==> config.mk <==
export PLATFORM = sky130hd
export DESIGN_NAME = hazard_unit
export DESIGN_NICKNAME = d
export VERILOG_FILES = /design/src/rtl/hazard_unit_pkg.sv /design/src/rtl/hazard_event_counter.sv /design/src/rtl/hazard_unit.sv
export SDC_FILE = /design/constraint.sdc
export NUM_CORES = 1
export LEC_CHECK = 0
export ABC_AREA = 1
export BUFFER_PORTS_ARGS = -buffer_cell sky130_fd_sc_hd__buf_2
export CORE_UTILIZATION = 50
export DETAILED_ROUTE_END_ITERATION = 12
export PLACE_DENSITY_LB_ADDON = 0.08
export SLEW_MARGIN = 30
export SYNTH_ARGS = -nofsm -noshare
export SYNTH_HDL_FRONTEND = slang
export SYNTH_SLANG_ARGS = --single-unit
==> constraint.sdc <==
create_clock -name clk -period 1.5 [get_ports clk]
set_clock_uncertainty 0.05 [all_clocks]
set_input_delay 0.075 -clock clk [delete_from_list [all_inputs] [get_ports clk]]
set_output_delay 0.075 -clock clk [all_outputs]
set_load 0.02 [all_outputs]
==> src/rtl/hazard_unit_pkg.sv <==
// rtl/hazard_unit_pkg.sv - shared state encodings for the pipeline hazard controller
package hazard_unit_pkg;

    // Memory-wait watchdog FSM states.
    typedef enum logic [1:0] {
        RUN      = 2'b00,
        MEM_WAIT = 2'b01,
        FAULT    = 2'b10
    } hu_state_e;

endpackage

==> src/rtl/hazard_event_counter.sv <==
// rtl/hazard_event_counter.sv - wrapping event counter with synchronous clear
// Ports:
//   clk, reset  : core clock, synchronous active-high reset
//   clear       : synchronous clear, wins over incr
//   incr        : count one event this cycle
//   count       : current count, wraps modulo 2^WIDTH
module hazard_event_counter #(
    parameter int WIDTH = 32
) (
    input  logic             clk,
    input  logic             reset,
    input  logic             clear,
    input  logic             incr,
    output logic [WIDTH-1:0] count
);

    logic [WIDTH-1:0] count_q;
    logic [WIDTH-1:0] count_d;

    always_comb begin
        count_d = count_q;
        if (clear) begin
            count_d = '0;
        end else if (incr) begin
            count_d = count_q + WIDTH'(1);
        end
    end

    always_ff @(posedge clk) begin
        if (reset) begin
            count_q <= '0;
        end else begin
            count_q <= count_d;
        end
    end

    assign count = count_q;

endmodule

==> src/rtl/hazard_unit.sv <==
// rtl/hazard_unit.sv - load-use / mispredict / memory-wait hazard controller
// Ports:
//   clk, reset                      : core clock, synchronous active-high reset
//   ID_rs1/2, ID_rs1/2_used         : decode-stage sources and whether they are read
//   EX_rd, EX_memory_read           : execute-stage destination and load flag
//   EX_jump, EX_branch, EX_branch_taken, EX_branch_estimation : control-flow resolution in EX
//   MEM_memory_read/write, dmem_ready : memory-stage access and completion
//   counter_clear                   : synchronous clear of both performance counters
//   *_stall, *_flush, mispredict    : combinational pipeline controls
//   mem_fault                       : sticky memory-timeout fault
//   stall_count, flush_count        : performance counters
module hazard_unit
    import hazard_unit_pkg::*;
#(
    parameter int XLEN          = 32,
    parameter int MEM_TIMEOUT   = 255,
    parameter int TIMEOUT_WIDTH = 8
) (
    input  logic            clk,
    input  logic            reset,
    input  logic [4:0]      ID_rs1,
    input  logic [4:0]      ID_rs2,
    input  logic            ID_rs1_used,
    input  logic            ID_rs2_used,
    input  logic [4:0]      EX_rd,
    input  logic            EX_memory_read,
    input  logic            EX_jump,
    input  logic            EX_branch,
    input  logic            EX_branch_taken,
    input  logic            EX_branch_estimation,
    input  logic            MEM_memory_read,
    input  logic            MEM_memory_write,
    input  logic            dmem_ready,
    input  logic            counter_clear,
    output logic            PC_stall,
    output logic            IF_ID_stall,
    output logic            ID_EX_stall,
    output logic            EX_MEM_stall,
    output logic            IF_ID_flush,
    output logic            ID_EX_flush,
    output logic            mispredict,
    output logic            mem_fault,
    output logic [XLEN-1:0] stall_count,
    output logic [XLEN-1:0] flush_count
);

    hu_state_e                state_q, state_d;
    logic [TIMEOUT_WIDTH-1:0] wait_cnt_q, wait_cnt_d;

    logic load_use;
    logic mispredict_raw;
    logic mem_wait;

    // x0 is never a real producer, so a load targeting it cannot create a hazard.
    assign load_use = EX_memory_read && (EX_rd != 5'd0) &&
                      ((ID_rs1_used && (ID_rs1 == EX_rd)) ||
                       (ID_rs2_used && (ID_rs2 == EX_rd)));

    assign mispredict_raw = EX_jump || (EX_branch && (EX_branch_taken != EX_branch_estimation));

    assign mem_wait = (MEM_memory_read || MEM_memory_write) && !dmem_ready;

    always_comb begin
        state_d    = state_q;
        wait_cnt_d = wait_cnt_q;
        case (state_q)
            RUN: begin
                if (mem_wait) begin
                    state_d    = MEM_WAIT;
                    wait_cnt_d = TIMEOUT_WIDTH'(1);
                end else begin
                    wait_cnt_d = '0;
                end
            end
            MEM_WAIT: begin
                if (dmem_ready) begin
                    state_d    = RUN;
                    wait_cnt_d = '0;
                end else if (wait_cnt_q == TIMEOUT_WIDTH'(MEM_TIMEOUT)) begin
                    state_d = FAULT;
                end else begin
                    wait_cnt_d = wait_cnt_q + TIMEOUT_WIDTH'(1);
                end
            end
            FAULT: begin
                state_d = FAULT;
            end
            default: begin
                state_d    = RUN;
                wait_cnt_d = '0;
            end
        endcase
    end

    always_ff @(posedge clk) begin
        if (reset) begin
            state_q    <= RUN;
            wait_cnt_q <= '0;
        end else begin
            state_q    <= state_d;
            wait_cnt_q <= wait_cnt_d;
        end
    end

    // A held EX stage defers any redirect; the mispredict is seen again once the
    // memory wait releases, so stalls take priority over flushes.
    always_comb begin
        PC_stall     = 1'b0;
        IF_ID_stall  = 1'b0;
        ID_EX_stall  = 1'b0;
        EX_MEM_stall = 1'b0;
        IF_ID_flush  = 1'b0;
        ID_EX_flush  = 1'b0;
        mispredict   = 1'b0;
        if (!reset) begin
            if ((state_q == FAULT) || mem_wait) begin
                PC_stall     = 1'b1;
                IF_ID_stall  = 1'b1;
                ID_EX_stall  = 1'b1;
                EX_MEM_stall = 1'b1;
            end else if (mispredict_raw) begin
                IF_ID_flush = 1'b1;
                ID_EX_flush = 1'b1;
                mispredict  = 1'b1;
            end else if (load_use) begin
                PC_stall    = 1'b1;
                IF_ID_stall = 1'b1;
                ID_EX_flush = 1'b1;
            end
        end
    end

    assign mem_fault = (state_q == FAULT);

    hazard_event_counter #(.WIDTH(XLEN)) u_stall_counter (
        .clk   (clk),
        .reset (reset),
        .clear (counter_clear),
        .incr  (PC_stall && (state_q != FAULT)),
        .count (stall_count)
    );

    hazard_event_counter #(.WIDTH(XLEN)) u_flush_counter (
        .clk   (clk),
        .reset (reset),
        .clear (counter_clear),
        .incr  (mispredict),
        .count (flush_count)
    );

endmodule
# Word level (Yosys, flattened, before mapping)
# Cells that the tools add are included.
[classes]
reduce_logical = 17
div = 0
multipliers = 0
muxes = 20
eq_ne = 10
magnitude_cmp = 0
n_bitwise = 1
shift = 0
n_addsub = 3
[ops]
columns = ["op", "n"]
rows = [
  ["32-bit by 1-bit adder with 32-bit output (second input constant)", 2],
  ["8-bit one-hot mux with 3 select lines", 1],
  ["8-bit 2-to-1 mux", 2],
  ["1-bit 2-to-1 mux", 13],
  ["5-bit == test", 2],
  ["8-bit by 1-bit adder with 8-bit output (second input constant)", 1],
  ["8-bit == test (second input constant)", 1],
  ["1-bit logical AND", 7],
  ["2-bit 2-to-1 mux", 3],
  ["3-bit inequality test (second input constant)", 2],
  ["2-bit one-hot mux with 3 select lines", 1],
  ["5-bit nonzero test", 1],
  ["1-bit logical OR", 4],
  ["2-bit inequality test (second input constant)", 2],
  ["2-bit AND reduction", 2],
  ["2-bit by 1-bit == test with 1-bit output (second input constant)", 1],
  ["2-bit == test (second input constant)", 1],
  ["2-bit zero test", 1],
  ["2-bit OR reduction", 1],
  ["1-bit zero test", 1],
  ["1-bit inequality test", 1],
  ["1-bit NOT", 1],
]
[word_totals]
ramBits = 0
memories = 0
register_bits = 74
romBits = 0
wordCells = 55
latchBits = 0
output_inout_bits = 72

# Depth between registers and ports, before layout
[logic_depth]
word_depth = 9
ltp_mapped = 13

# Hierarchy
# A second synthesis with hierarchy kept.
[hier_totals]
cells_unflattened = 715
hier_area_um2 = 4529.3
[modules_own_cells]
columns = ["module", "n_inst", "cells_per_inst", "area_per_inst_um2"]
rows = [
  ["hazard_event_counter", 2, 284, 1840.5],
  ["hazard_unit", 1, 147, 848.3],
]

# Least setup slack after synthesis
# Ideal clock, no wire load.
[synth_path]
path_kind = "reg2reg"
startpoint = "register u_flush_counter.count_q[0], in the netlist u_flush_counter.count[0]"
endpoint = "register u_flush_counter.count_q[18], in the netlist u_flush_counter.count[18]"
path_stages_with_launch = 11
arrival_ns = 1.587
synth_period_minus_slack_ns = 1.754
setup_ns = 0.117
path_buffers = 0
path_slack_ns = -0.254
path_cell_list = "dfxtp_1 > ha_1 > nand3_1 > nor2_2 > nand2_1 > inv_1 > nand4_1 > nor2_1 > nand3_1 > nand2_1 > a21oi_1"
[synth_between]
elab_chain_len = 1
[synth_lines]
columns = ["item", "line", "rtl"]
rows = [
  ["start, declared", "hazard_event_counter.sv:17", "logic [WIDTH-1:0] count_q;"],
  ["start signal, assigned", "hazard_event_counter.sv:33", "count_q <= count_d;"],
  ["32-bit by 1-bit adder with 32-bit output", "hazard_event_counter.sv:25", "count_d = count_q + WIDTH'(1);"],
]
# Every way passes these cells.
# A chain may end at the register's enable or synchronous reset.

# Worst setup path in the final report
[layout_path]
startpoint = "register u_flush_counter.count_q[2], in the netlist u_flush_counter.count[2]"
endpoint = "register u_flush_counter.count_q[16], in the netlist u_flush_counter.count[16]"
# Same word-level chain as after synthesis.

==> impl_metrics.tcl <==
set metrics [dict create \
    post_synth_num_cell_types 36 \
    htree_levels 3 \
    tns_ps -7030 \
    via_per_inst 5.56 \
    grt_max_degree 42 \
    path_max_fanout 4 \
    worst_path_largest_cell_delay_ps 380 \
    setup_viol 56 \
    critPathCaptureType "flop" \
    cts.reportedPaths.clkPinSlew_ps 90 \
    avgRoutedWirePerCell_um 16.2 \
    clockBufferDepth 2 \
    design_area_mm2 0.00744 \
    clock_latency_ps 380 \
    ys.warnings.count 0 \
    worst_hold_path_type "in -> reg" \
    rsz0062_at_grt "true" \
    cts_root_buf "clkbuf_8" \
    hold_violations 0 \
    syn_to_final_growth_pct 63.2 \
    grt_pass1_wl_um 24000 \
    syn_nets 792 \
    dieHeight_um 97.5 \
    drc_errors 0 \
    syn-cell-area_mm2 0.00456 \
    start_kind "flop" \
    std_cell_rows 34 \
    syn_area_per_cell_um2 5.99 \
    max_freq_mhz 520 \
    status "finished, violations left" \
    cts_tree "done" \
    cap_violations 0 \
    postRouteAntennaNets 0 \
    cts_sinks 74 \
    drt-initial-drc-count 346 \
    maxSlewViolCount 0 \
    synthFlopType "dfxtp_1" \
    nets 1025 \
    p_per_area_mw_per_mm2 557 \
    port_buffers 99 \
    timing.final.ws_setup_ps -423 \
    n_antenna_cell 0 \
    finalWeightedCongestion 0.906 \
    ys_seq_elements 74 \
    drt-total-wl_um 18000 \
    finalCriticalPeriod_ps 1920 \
    dpl.hpwl_um 9790 \
    die_w_um 97.5 \
    leakage_nw 3.52 \
    utilization_pct 84.9 \
    tightest_slew_ps 547 \
    dieArea_mm2 0.00950 \
    async_reset_ff_share_pct 0 \
    boundaryPins 100 \
    path_cells "buf_4 > nand3_4 > nor2_4 > buf_4 > inv_2 > nor2_4 > inv_1 > nor2_1 > xor2_1 > nand2_1 > a21oi_2" \
    core_mm2 0.00876 \
    synth-seq-area-share_pct 32.5 \
    layout_common_cells "nand2_1 (194), buf_4 (123), nor2_1 (95), buf_2 (93), inv_1 (76)" \
    start_util_pct 52.0 \
    postSynthCellCount 761 \
    first_pass_iters 5 \
    worst-endpoint-required_ps 1770 \
    peakVddDrop_v 0.000469 \
    violations "setup timing" \
    n_fill_cell 528 \
    pre_cts_slack_ps -202 \
    crit_type "reg -> reg" \
    relSlewSlack_pct 63.5 \
    worstPathArrival_ps 2190 \
    first_global_vias 5429 \
    post_dp_cell_area_mm2 0.00596 \
    grt_remaining_overflow 0 \
    slowest_stage "dfxtp_2" \
    drive_above_1_share_pct 47.8 \
    numCtsBuffers 9 \
    finalCritPeriodShare_pct 128 \
    antenna_found_initial 0 \
    final_common_cell "nand2_1" \
    grt_use_total_pct 30.8 \
    synth_edf_count 0 \
    num_vias 6158 \
]
==> worst paths after layout <==
check,slack (ps),endpoint,startpoint,depth (start not counted)
max,-420,u_flush_counter.count[16]$_SDFFE_PP0P_,u_flush_counter.count[2]$_SDFFE_PP0P_,11
min,60,state_q[0]$_SDFFE_PP0P_,dmem_ready,5
max reg2reg,-420,u_flush_counter.count[16]$_SDFFE_PP0P_,u_flush_counter.count[2]$_SDFFE_PP0P_,11
min reg2reg,440,wait_cnt_q[7]$_SDFFE_PP0P_,wait_cnt_q[7]$_SDFFE_PP0P_,2
==> cell type report <==
class                   count  area (um2)  share of cell area, %
clock buffers              12         155                   2.09
clock inverters             4        50.0                  0.673
inverters                  93         369                   4.96
multi-input cells         573        3430                   46.2
flip-flops and latches     74        1570                   21.1
well taps                 108         135                   1.82
repair buffers            243        1730                   23.3
==> per-stage QoR <==
step / cells / hold slack [ps] / power (mW)
global route: 1107 / 78.2 / 4.26
CTS: 1089 / 54.7 / 4.06
finish: 1107 / 63.6 / 4.14
floorplan: 761 / 241 / 2.23
global placement: 1047 / 301 / 2.36
detailed placement: 1047 / 298 / 2.37
==> state kept, by name, summed over array words and instances (netlist names) <==
name / flops
wait_cnt_q: 8
u_flush_counter.count: 32
u_stall_counter.count: 32
state_q: 2
==> worst max-delay path, delay by kind of cell (launching register included) <==
kind | cells | cell delay [ps]
buf+inv | 4 | 400
simple gates | 5 | 650
xor+xnor | 1 | 250
compound gates | 1 | 130
flops | 1 | 380
==> cell usage after synthesis (all sizes together) (3+ instances only) <==
| library cell | number | area (um2) |
|---|---|---|
| a21oi | 46 | 234 |
| buf | 15 | 110 |
| clkbuf | 7 | 26.3 |
| dfxtp | 74 | 1480 |
| ha | 3 | 37.5 |
| inv | 91 | 342 |
| nand2 | 247 | 940 |
| nand3 | 53 | 270 |
| nand3b | 3 | 22.5 |
| nand4 | 13 | 87.6 |
| nor2 | 140 | 548 |
| nor3 | 20 | 110 |
| nor4 | 3 | 18.8 |
| o21ai | 17 | 96.4 |
| xnor2 | 6 | 52.6 |
| xor2 | 14 | 123 |
==> repair_timing <==
item,CTS,global route
hold buffers,1,0
gates cloned,2,1
endpoints found under the hold margin,3,0
setup endpoints to repair,55,72
resized for setup,96,177
pin swaps,23,69
setup buffers,23,19
==> power by group <==
part	switching (mW)	total, mW	internal [mW]
registers	0.0119	1.96	1.95
clock network	0.852	1.71	0.858
logic	0.267	0.469	0.202
total	1.13	4.14	3.01
==> metal layers <==
layer / GRT usage [%] / wire, um / vias up
met2: 55.1 / 8920 / 365
li1: - / - / 2851
met4: 13.8 / 1050 / 0
met5: 0 / 0 / -
met3: 5.54 / 1380 / 113
met1: 35.4 / 6620 / 2829
==> logic make-up after synthesis <==
| group | share of synthesized area, % |
|---|---|
| buffers and inverters | 10.7 |
| AOI/OAI and AO/OA | 7.74 |
| and+or+nand+nor | 44.4 |
| adders and majority gates | 0.824 |
| DFF | 32.5 |
| xor gates and xnor gates | 3.84 |
No activity file was read; power rests on OpenSTA's default activity.
